### src/rtl/beam_sum_pipe_if.sv
// -----------------------------------------------------------------------------
// beam_sum_pipe_if
// Bundles the beam adder data path and configuration handshake.
//   dat_i        : NCHAN*NSAMP*NBITS channel samples, channel c / sample k at
//                  [(c*NSAMP+k)*NBITS +: NBITS], sample 0 earliest
//   valid_i      : dat_i beat valid
//   cfg_wr_i     : write cfg_dly_i into the shadow delay of cfg_chan_i
//   cfg_chan_i   : shadow target channel (values >= NCHAN are ignored)
//   cfg_dly_i    : delay in samples (clamped to MAXDLY)
//   cfg_commit_i : copy all shadow delays to the active set
//   cfg_ack_o    : one-clock pulse, commit took effect
//   dat_o        : NSAMP*OUTBITS summed samples, sample k at [k*OUTBITS +: OUTBITS]
//   valid_o      : dat_o valid
// master = beat/config source, slave = beam_sum_pipe.
// -----------------------------------------------------------------------------
interface beam_sum_pipe_if #(
    parameter int NBITS  = 5,
    parameter int NSAMP  = 8,
    parameter int NCHAN  = 3,
    parameter int MAXDLY = 15
);
    localparam int DLYBITS  = $clog2(MAXDLY + 1);
    localparam int OUTBITS  = NBITS + $clog2(NCHAN);
    localparam int CHANBITS = $clog2(NCHAN);

    logic [NCHAN*NSAMP*NBITS-1:0] dat_i;
    logic                         valid_i;
    logic                         cfg_wr_i;
    logic [CHANBITS-1:0]          cfg_chan_i;
    logic [DLYBITS-1:0]           cfg_dly_i;
    logic                         cfg_commit_i;
    logic                         cfg_ack_o;
    logic [NSAMP*OUTBITS-1:0]     dat_o;
    logic                         valid_o;

    modport master (
        output dat_i, valid_i, cfg_wr_i, cfg_chan_i, cfg_dly_i, cfg_commit_i,
        input  cfg_ack_o, dat_o, valid_o
    );

    modport slave (
        input  dat_i, valid_i, cfg_wr_i, cfg_chan_i, cfg_dly_i, cfg_commit_i,
        output cfg_ack_o, dat_o, valid_o
    );
endinterface

### src/rtl/beam_sum_pipe.sv
// -----------------------------------------------------------------------------
// beam_sum_pipe
// Sums NCHAN unsigned channel streams (NSAMP samples per beat) after applying a
// per-channel programmable sample delay, forming a steered beam. Delays are
// written into shadow registers and committed together so every channel
// switches on the same beat.
// Ports:
//   clk_i   : sole clock
//   rst_n_i : synchronous active-low reset, clears all state
//   bus     : beam_sum_pipe_if.slave (beat input, config handshake, sum output)
// Latency: beat accepted at edge t appears on dat_o/valid_o after edge t+LAT.
// -----------------------------------------------------------------------------
module beam_sum_pipe #(
    parameter int NBITS  = 5,
    parameter int NSAMP  = 8,
    parameter int NCHAN  = 3,
    parameter int MAXDLY = 15
) (
    input logic             clk_i,
    input logic             rst_n_i,
    beam_sum_pipe_if.slave  bus
);
    localparam int DLYBITS  = $clog2(MAXDLY + 1);
    localparam int OUTBITS  = NBITS + $clog2(NCHAN);
    localparam int HIST     = (MAXDLY + NSAMP - 1) / NSAMP;
    localparam int LEVELS   = $clog2(NCHAN);
    localparam int LAT      = 2 + LEVELS;
    localparam int LEAVES   = 1 << LEVELS;
    localparam int WINLEN   = (HIST + 1) * NSAMP;
    localparam int WINBITS  = $clog2(WINLEN);
    localparam int FILLBITS = $clog2(HIST + 1);

    function automatic logic [DLYBITS-1:0] clampDly(input logic [DLYBITS-1:0] d);
        if (32'(d) > MAXDLY)
            return DLYBITS'(MAXDLY);
        return d;
    endfunction

    logic [DLYBITS-1:0]  shadowDly  [NCHAN];
    logic [DLYBITS-1:0]  shadowNext [NCHAN];
    logic [DLYBITS-1:0]  activeDly  [NCHAN];
    logic                ackReg;

    logic [NBITS-1:0]    datIn   [NCHAN][NSAMP];
    logic [NBITS-1:0]    dat_p0  [NCHAN][NSAMP];
    logic [DLYBITS-1:0]  dly_p0  [NCHAN];
    logic                vldIn_p0;
    logic [FILLBITS-1:0] fillCnt;
    logic [LAT:0]        vldPipe;

    logic [NBITS-1:0]    hist_p1 [NCHAN][HIST+1][NSAMP];
    logic [DLYBITS-1:0]  dly_p1  [NCHAN];

    logic [NBITS-1:0]    win     [NCHAN][WINLEN];
    logic [NBITS-1:0]    selComb [NCHAN][NSAMP];

    // Heap-ordered tree: node 1 is the root, leaves at LEAVES..2*LEAVES-1.
    // Leaves beyond NCHAN hold zero, which makes an odd operand a registered
    // pass-through.
    logic [OUTBITS-1:0]  node [1:2*LEAVES-1][NSAMP];

    // A write in the same cycle as a commit must be part of the committed set.
    always_comb begin
        shadowNext = shadowDly;
        if (bus.cfg_wr_i && (32'(bus.cfg_chan_i) < NCHAN))
            shadowNext[bus.cfg_chan_i] = clampDly(bus.cfg_dly_i);
    end

    always_ff @(posedge clk_i) begin
        if (!rst_n_i) begin
            for (int c = 0; c < NCHAN; c++) begin
                shadowDly[c] <= '0;
                activeDly[c] <= '0;
            end
            ackReg <= 1'b0;
        end else begin
            shadowDly <= shadowNext;
            if (bus.cfg_commit_i)
                activeDly <= shadowNext;
            ackReg <= bus.cfg_commit_i;
        end
    end

    always_comb begin
        datIn = '{default: '0};
        for (int c = 0; c < NCHAN; c++)
            for (int k = 0; k < NSAMP; k++)
                datIn[c][k] = bus.dat_i[(c*NSAMP+k)*NBITS +: NBITS];
    end

    // ---- stage p0: capture beat, the delay set it will use, and fill gating
    always_ff @(posedge clk_i) begin
        if (!rst_n_i) begin
            fillCnt  <= '0;
            vldIn_p0 <= 1'b0;
            vldPipe  <= '0;
            for (int c = 0; c < NCHAN; c++) begin
                dly_p0[c] <= '0;
                for (int k = 0; k < NSAMP; k++)
                    dat_p0[c][k] <= '0;
            end
        end else begin
            vldIn_p0 <= bus.valid_i;
            vldPipe  <= {vldPipe[LAT-1:0], bus.valid_i && (fillCnt == FILLBITS'(HIST))};
            if (bus.valid_i && (fillCnt != FILLBITS'(HIST)))
                fillCnt <= fillCnt + FILLBITS'(1);
            dat_p0 <= datIn;
            dly_p0 <= activeDly;
        end
    end

    // ---- stage p1: history shift (index 0 = newest beat), stalls on invalid
    always_ff @(posedge clk_i) begin
        if (!rst_n_i) begin
            for (int c = 0; c < NCHAN; c++) begin
                dly_p1[c] <= '0;
                for (int h = 0; h <= HIST; h++)
                    for (int k = 0; k < NSAMP; k++)
                        hist_p1[c][h][k] <= '0;
            end
        end else begin
            dly_p1 <= dly_p0;
            if (vldIn_p0) begin
                for (int c = 0; c < NCHAN; c++) begin
                    for (int k = 0; k < NSAMP; k++)
                        hist_p1[c][0][k] <= dat_p0[c][k];
                    for (int h = 1; h <= HIST; h++)
                        for (int k = 0; k < NSAMP; k++)
                            hist_p1[c][h][k] <= hist_p1[c][h-1][k];
                end
            end
        end
    end

    // Flatten history oldest-first so sample k of the newest beat sits at
    // HIST*NSAMP+k; a delay d then simply indexes d positions earlier.
    always_comb begin
        win     = '{default: '0};
        selComb = '{default: '0};
        for (int c = 0; c < NCHAN; c++)
            for (int h = 0; h <= HIST; h++)
                for (int k = 0; k < NSAMP; k++)
                    win[c][(HIST-h)*NSAMP+k] = hist_p1[c][h][k];
        for (int c = 0; c < NCHAN; c++)
            for (int k = 0; k < NSAMP; k++)
                selComb[c][k] = win[c][WINBITS'(HIST*NSAMP+k) - WINBITS'(dly_p1[c])];
    end

    // ---- stage p2 (leaves) through p2+LEVELS (root): registered adder tree
    always_ff @(posedge clk_i) begin
        if (!rst_n_i) begin
            for (int n = 1; n < 2*LEAVES; n++)
                for (int k = 0; k < NSAMP; k++)
                    node[n][k] <= '0;
        end else begin
            for (int n = 1; n < LEAVES; n++)
                for (int k = 0; k < NSAMP; k++)
                    node[n][k] <= node[2*n][k] + node[2*n+1][k];
            for (int c = 0; c < NCHAN; c++)
                for (int k = 0; k < NSAMP; k++)
                    node[LEAVES+c][k] <= OUTBITS'(selComb[c][k]);
            for (int c = NCHAN; c < LEAVES; c++)
                for (int k = 0; k < NSAMP; k++)
                    node[LEAVES+c][k] <= '0;
        end
    end

    always_comb begin
        bus.dat_o = '0;
        for (int k = 0; k < NSAMP; k++)
            bus.dat_o[k*OUTBITS +: OUTBITS] = node[1][k];
    end

    assign bus.valid_o   = vldPipe[LAT];
    assign bus.cfg_ack_o = ackReg;

endmodule
### src/flat_wrapper.sv
// flat-port wrapper written by rule: the top's interface ports become plain ports
module beam_sum_pipe_flat 
#(
    parameter int NBITS  = 5,
    parameter int NSAMP  = 8,
    parameter int NCHAN  = 3,
    parameter int MAXDLY = 15
)
  (clk_i, rst_n_i, bus_dat_i, bus_valid_i, bus_cfg_wr_i, bus_cfg_chan_i, bus_cfg_dly_i, bus_cfg_commit_i, bus_cfg_ack_o, bus_dat_o, bus_valid_o);
  beam_sum_pipe_if #(.NBITS(NBITS), .NSAMP(NSAMP), .NCHAN(NCHAN), .MAXDLY(MAXDLY)) bus_i ();
  input logic clk_i;
  input logic rst_n_i;
  input wire logic [$bits(bus_i.dat_i)-1:0] bus_dat_i;
  input wire logic [$bits(bus_i.valid_i)-1:0] bus_valid_i;
  input wire logic [$bits(bus_i.cfg_wr_i)-1:0] bus_cfg_wr_i;
  input wire logic [$bits(bus_i.cfg_chan_i)-1:0] bus_cfg_chan_i;
  input wire logic [$bits(bus_i.cfg_dly_i)-1:0] bus_cfg_dly_i;
  input wire logic [$bits(bus_i.cfg_commit_i)-1:0] bus_cfg_commit_i;
  output wire logic [$bits(bus_i.cfg_ack_o)-1:0] bus_cfg_ack_o;
  output wire logic [$bits(bus_i.dat_o)-1:0] bus_dat_o;
  output wire logic [$bits(bus_i.valid_o)-1:0] bus_valid_o;
  assign bus_i.dat_i = bus_dat_i;
  assign bus_i.valid_i = bus_valid_i;
  assign bus_i.cfg_wr_i = bus_cfg_wr_i;
  assign bus_i.cfg_chan_i = bus_cfg_chan_i;
  assign bus_i.cfg_dly_i = bus_cfg_dly_i;
  assign bus_i.cfg_commit_i = bus_cfg_commit_i;
  assign bus_cfg_ack_o = bus_i.cfg_ack_o;
  assign bus_dat_o = bus_i.dat_o;
  assign bus_valid_o = bus_i.valid_o;
  beam_sum_pipe #(.NBITS(NBITS), .NSAMP(NSAMP), .NCHAN(NCHAN), .MAXDLY(MAXDLY)) u_core (.clk_i(clk_i), .rst_n_i(rst_n_i), .bus(bus_i));
endmodule
### config.mk
export PLATFORM = sky130hd
export DESIGN_NAME = beam_sum_pipe_flat
export DESIGN_NICKNAME = d
export VERILOG_FILES = /design/src/rtl/beam_sum_pipe_if.sv /design/src/rtl/beam_sum_pipe.sv /design/src/flat_wrapper.sv
export SDC_FILE = /design/constraint.sdc
export NUM_CORES = 2
export LEC_CHECK = 0
export CELL_PAD_IN_SITES_DETAIL_PLACEMENT = 0
export CELL_PAD_IN_SITES_GLOBAL_PLACEMENT = 1
export CORE_ASPECT_RATIO = 0.6
export CORE_UTILIZATION = 46
export DETAILED_ROUTE_END_ITERATION = 10
export PLACE_DENSITY = 0.74
export SLEW_MARGIN = 20
export SYNTH_ARGS = -nofsm -noshare
export SYNTH_HDL_FRONTEND = slang
export SYNTH_SLANG_ARGS = --single-unit
### constraint.sdc
create_clock -name clk_i -period 11.34 [get_ports clk_i]
set_input_delay 2.268 -clock clk_i [delete_from_list [all_inputs] [get_ports clk_i]]
set_output_delay 2.268 -clock clk_i [all_outputs]
set_load 0.01 [all_outputs]
==> metrics.md <==
| Metric | Value |
|---|---|
| Port bufs | `188` |
| Vias in the first global route | `28506` |
| RSZ-0062 raised after global routing | `false` |
| # Max-Cap Violations | `0` |
| Fill cells | `7839` |
| Gpl congestion | `0.980` |
| Final global-route overflow total | `0` |
| Count leader, synth | `dfxtp_1` |
| Post-layout min period | `4730 ps` |
| Synthesis-stage register bit count | `801` |
| Vias | `30760` |
| Core ar. | `92400 sq um` |
| HPWL Detailed | `110000 microns` |
| Post-Syn Area per Cell | `12.5 sq um` |
| Register area | `19700 sq um` |
| Least-Margin Pin Slew | `1230 ps` |
| Synth top area share | `25.0%` |
| Synthesis Warnings | `0` |
| Cells after Synth | `3469` |
| Setup CP Type | `in -> reg` |
| Final Slew Violations | `0` |
| Reg-to-reg endpoint | `u_core.node[5][35]` |
| Mapped Area | `43300 sq um` |
| Crit path from | `rst_n_i` |
| Status | `finished, final reports clean` |
| Hold Path Sink | `u_core.node[3][45]` |
| Most frequent cells after synthesis | `dfxtp_1, mux4_2, and3_1` |
| Fraction of final layout cells sized beyond drive strength 1 | `15.7%` |
| Largest net degree at the start of global routing | `167` |
| Hold_sp | `u_core.node[6][45]` |
| CTS sink count | `801` |
| First-pass GRT wire length | `205000 microns` |
| LEAKAGE | `19.3 nW` |
| Post-Route WL | `144000 microns` |
| Critical path data required time | `11950 ps` |
| Post-CTS repair timing setup buffer count | `0` |
| Chip width | `398 microns` |
| Initial antenna violation count | `11` |
| Total Power | `6.91 mW` |
| DRC viols | `0` |
| Initial Util | `46.8%` |
| Post-synthesis cell type count | `42` |
| Final Hold Viols | `0` |
| Routed vias/inst | `6.39` |
| Wire length per cell | `30.0 microns` |
| Die Span Y | `240 microns` |
| Hold-fix buffers, CTS | `0` |
| Std-Cell Rows | `86` |
| Later-pin clock latency in the skew report | `690 ps` |
| EDFF count, synth | `360` |
| Detailed Routing Iterations Pass 1 | `5` |
| Reg2Reg Setup Slack | `7100 ps` |
| GRT Total Usage | `30.2%` |
| Crit path launch type | `input port` |
| Layout Nets | `3757` |
| Die area | `95300 sq um` |
| I/O pins | `189` |
| CTS H-Tree Depth | `3` |
| WP data arrival | `5340 ps` |
| Worst vdd ir | `0.133 mV` |
| Fin util | `52.5%` |
| Multi-input logic area | `22200 sq um` |
| Post-Syn Nets | `3724` |
| Worst r2r src | `u_core.dly_p1[4]` |
| Iter 0 DRT Violations | `3805` |
| Area Overhead vs Synth | `12.1%` |
| Crit share post-route | `41.7%` |
| Synth area leader | `edfxtp_1` |
| Area contributors post-synth | `edfxtp_1, dfxtp_1, mux4_2` |
| Register-to-Register Path Depth | `8` |
| CTS tree | `yes` |
| Worst Skew | `18.7 ps` |
| CTS Buf Count | `78` |
| Endpoints failing setup | `0` |
| Post-DRT Antenna Nets | `0` |
| Top_reg_cell synth | `dfxtp_1` |
| Sequential element share of the synthesized area | `45.4%` |
| Pwr dens | `142 nW/um^2` |
| Setup TNS | `0 ps` |
| Fmax | `211 MHz` |
| Maximum clock path buffer count | `3` |
| # resized after CTS | `0` |
| Ys async rst share | `0%` |
| Crit-path max FO | `145` |
| Hold Path Class | `reg -> reg` |
| WHS | `430 ps` |
| Reg clk slew, reported paths | `60 ps` |
| Max_slew headroom | `16.9%` |
| Hold Crit Depth | `1` |
| CTS Root Buffer Type | `clkbuf_16` |
| Kind of end point of the critical path | `register` |
## placed cells by master (no fill, tap or decap), drive strengths merged, types with 8 or more instances in the layout
| cell type | netlist | layout |
|---|---|---|
| xor2 | 20 | 20 |
| nand2 | 69 | 69 |
| o21a | 19 | 19 |
| clkinv | 3 | 27 |
| nor3 | 9 | 9 |
| o22a | 60 | 60 |
| ha | 108 | 108 |
| xnor2 | 24 | 24 |
| a21oi | 143 | 143 |
| inv | 63 | 71 |
| mux4 | 375 | 375 |
| diode | 0 | 13 |
| nor4 | 15 | 15 |
| nand3b | 13 | 13 |
| and3 | 367 | 367 |
| fa | 16 | 16 |
| and2 | 260 | 260 |
| o21ai | 184 | 184 |
| dfxtp | 441 | 441 |
| nor2b | 84 | 84 |
| a311o | 8 | 8 |
| mux2i | 230 | 230 |
| or3 | 50 | 50 |
| buf | 107 | 40 |
| o211a | 14 | 14 |
| nor4b | 8 | 8 |
| edfxtp | 360 | 360 |
| nand2b | 26 | 26 |
| clkbuf | 167 | 105 |
| nand3 | 107 | 107 |
| a21o | 42 | 42 |
| nor2 | 38 | 38 |
| clkdlybuf4s50 | 0 | 187 |
| nor3b | 23 | 23 |
## stage by stage
| stage | setup WS [ps] | cell area, sq um | cells |
|---|---|---|---|
| final | 6610 | 48500 | 4812 |
| after CTS | 6680 | 48500 | 4799 |
| after floorplan | 3510 | 43300 | 3469 |
| after global placement | 6040 | 45800 | 4654 |
| after detailed placement | 5960 | 45800 | 4654 |
| after global routing | 6390 | 48500 | 4810 |
## sequential cells by signal (all words and copies together) (netlist names)
register and cells:
u_core.bus.cfg_ack_o 1, u_core.node 264, u_core.dat_p0 120, u_core.hist_p1 360, u_core.activeDly 12, u_core.vldPipe 5, u_core.fillCnt 2, u_core.shadowDly 12
u_core.dly_p0 12, u_core.dly_p1 12, u_core.vldIn_p0 1
## where the power goes
part / internal (mW) / total (mW) / switching, mW / leakage, nW
clock network: 1.49 / 2.74 / 1.24 / 1.30
registers: 3.18 / 3.32 / 0.145 / 7.51
logic: 0.365 / 0.855 / 0.490 / 10.5
## how the worst max path moves through the flow
stage / to / slack (ps) / depth (start not counted)
after floorplan: u_core.hist_p1[0][0] / 3510 / 5
after global placement: u_core.node[4][18] / 6040 / 7
after detailed placement: u_core.node[4][15] / 5960 / 7
after CTS: u_core.node[4][15] / 6680 / 7
after global routing: u_core.node[4][15] / 6390 / 7
final: u_core.node[4][15] / 6610 / 7
## metal layers
layer	vias to the layer above	part of all wire (%)	GRT usage (%)
met3	144	14	13.3
li1	13324	-	-
met4	8	1.4	5.00
met2	1609	36	35.5
met1	15675	48	49.0
met5	-	0.27	2.76
## kinds of logic after synthesis
group / share of synthesized area (%)
buf+inv: 3.54
xor+xnor: 0.891
simple gates: 14.8
flops: 45.4
compound gates: 6.68
mux: 24.8
fa+ha+maj: 3.86
## cell type report
| cell class | count | area share, % |
|---|---|---|
| antenna | 13 | 0.0671 |
| clock buffer | 105 | 4.55 |
| clock inverter | 40 | 0.962 |
| inverter | 66 | 0.511 |
| multi-input combinational | 2328 | 45.7 |
| sequential | 801 | 40.5 |
| tap | 1232 | 3.18 |
| timing repair buffer | 227 | 4.54 |
## worst max-delay path: stages
cell,delay [ps]
buf_8,180
buf_12,400
buf_4,710
buf_4,800
o211ai_1,380
o22a_1,280
o21ai_0,70
Note: power is estimated with default switching activity, not from simulation.
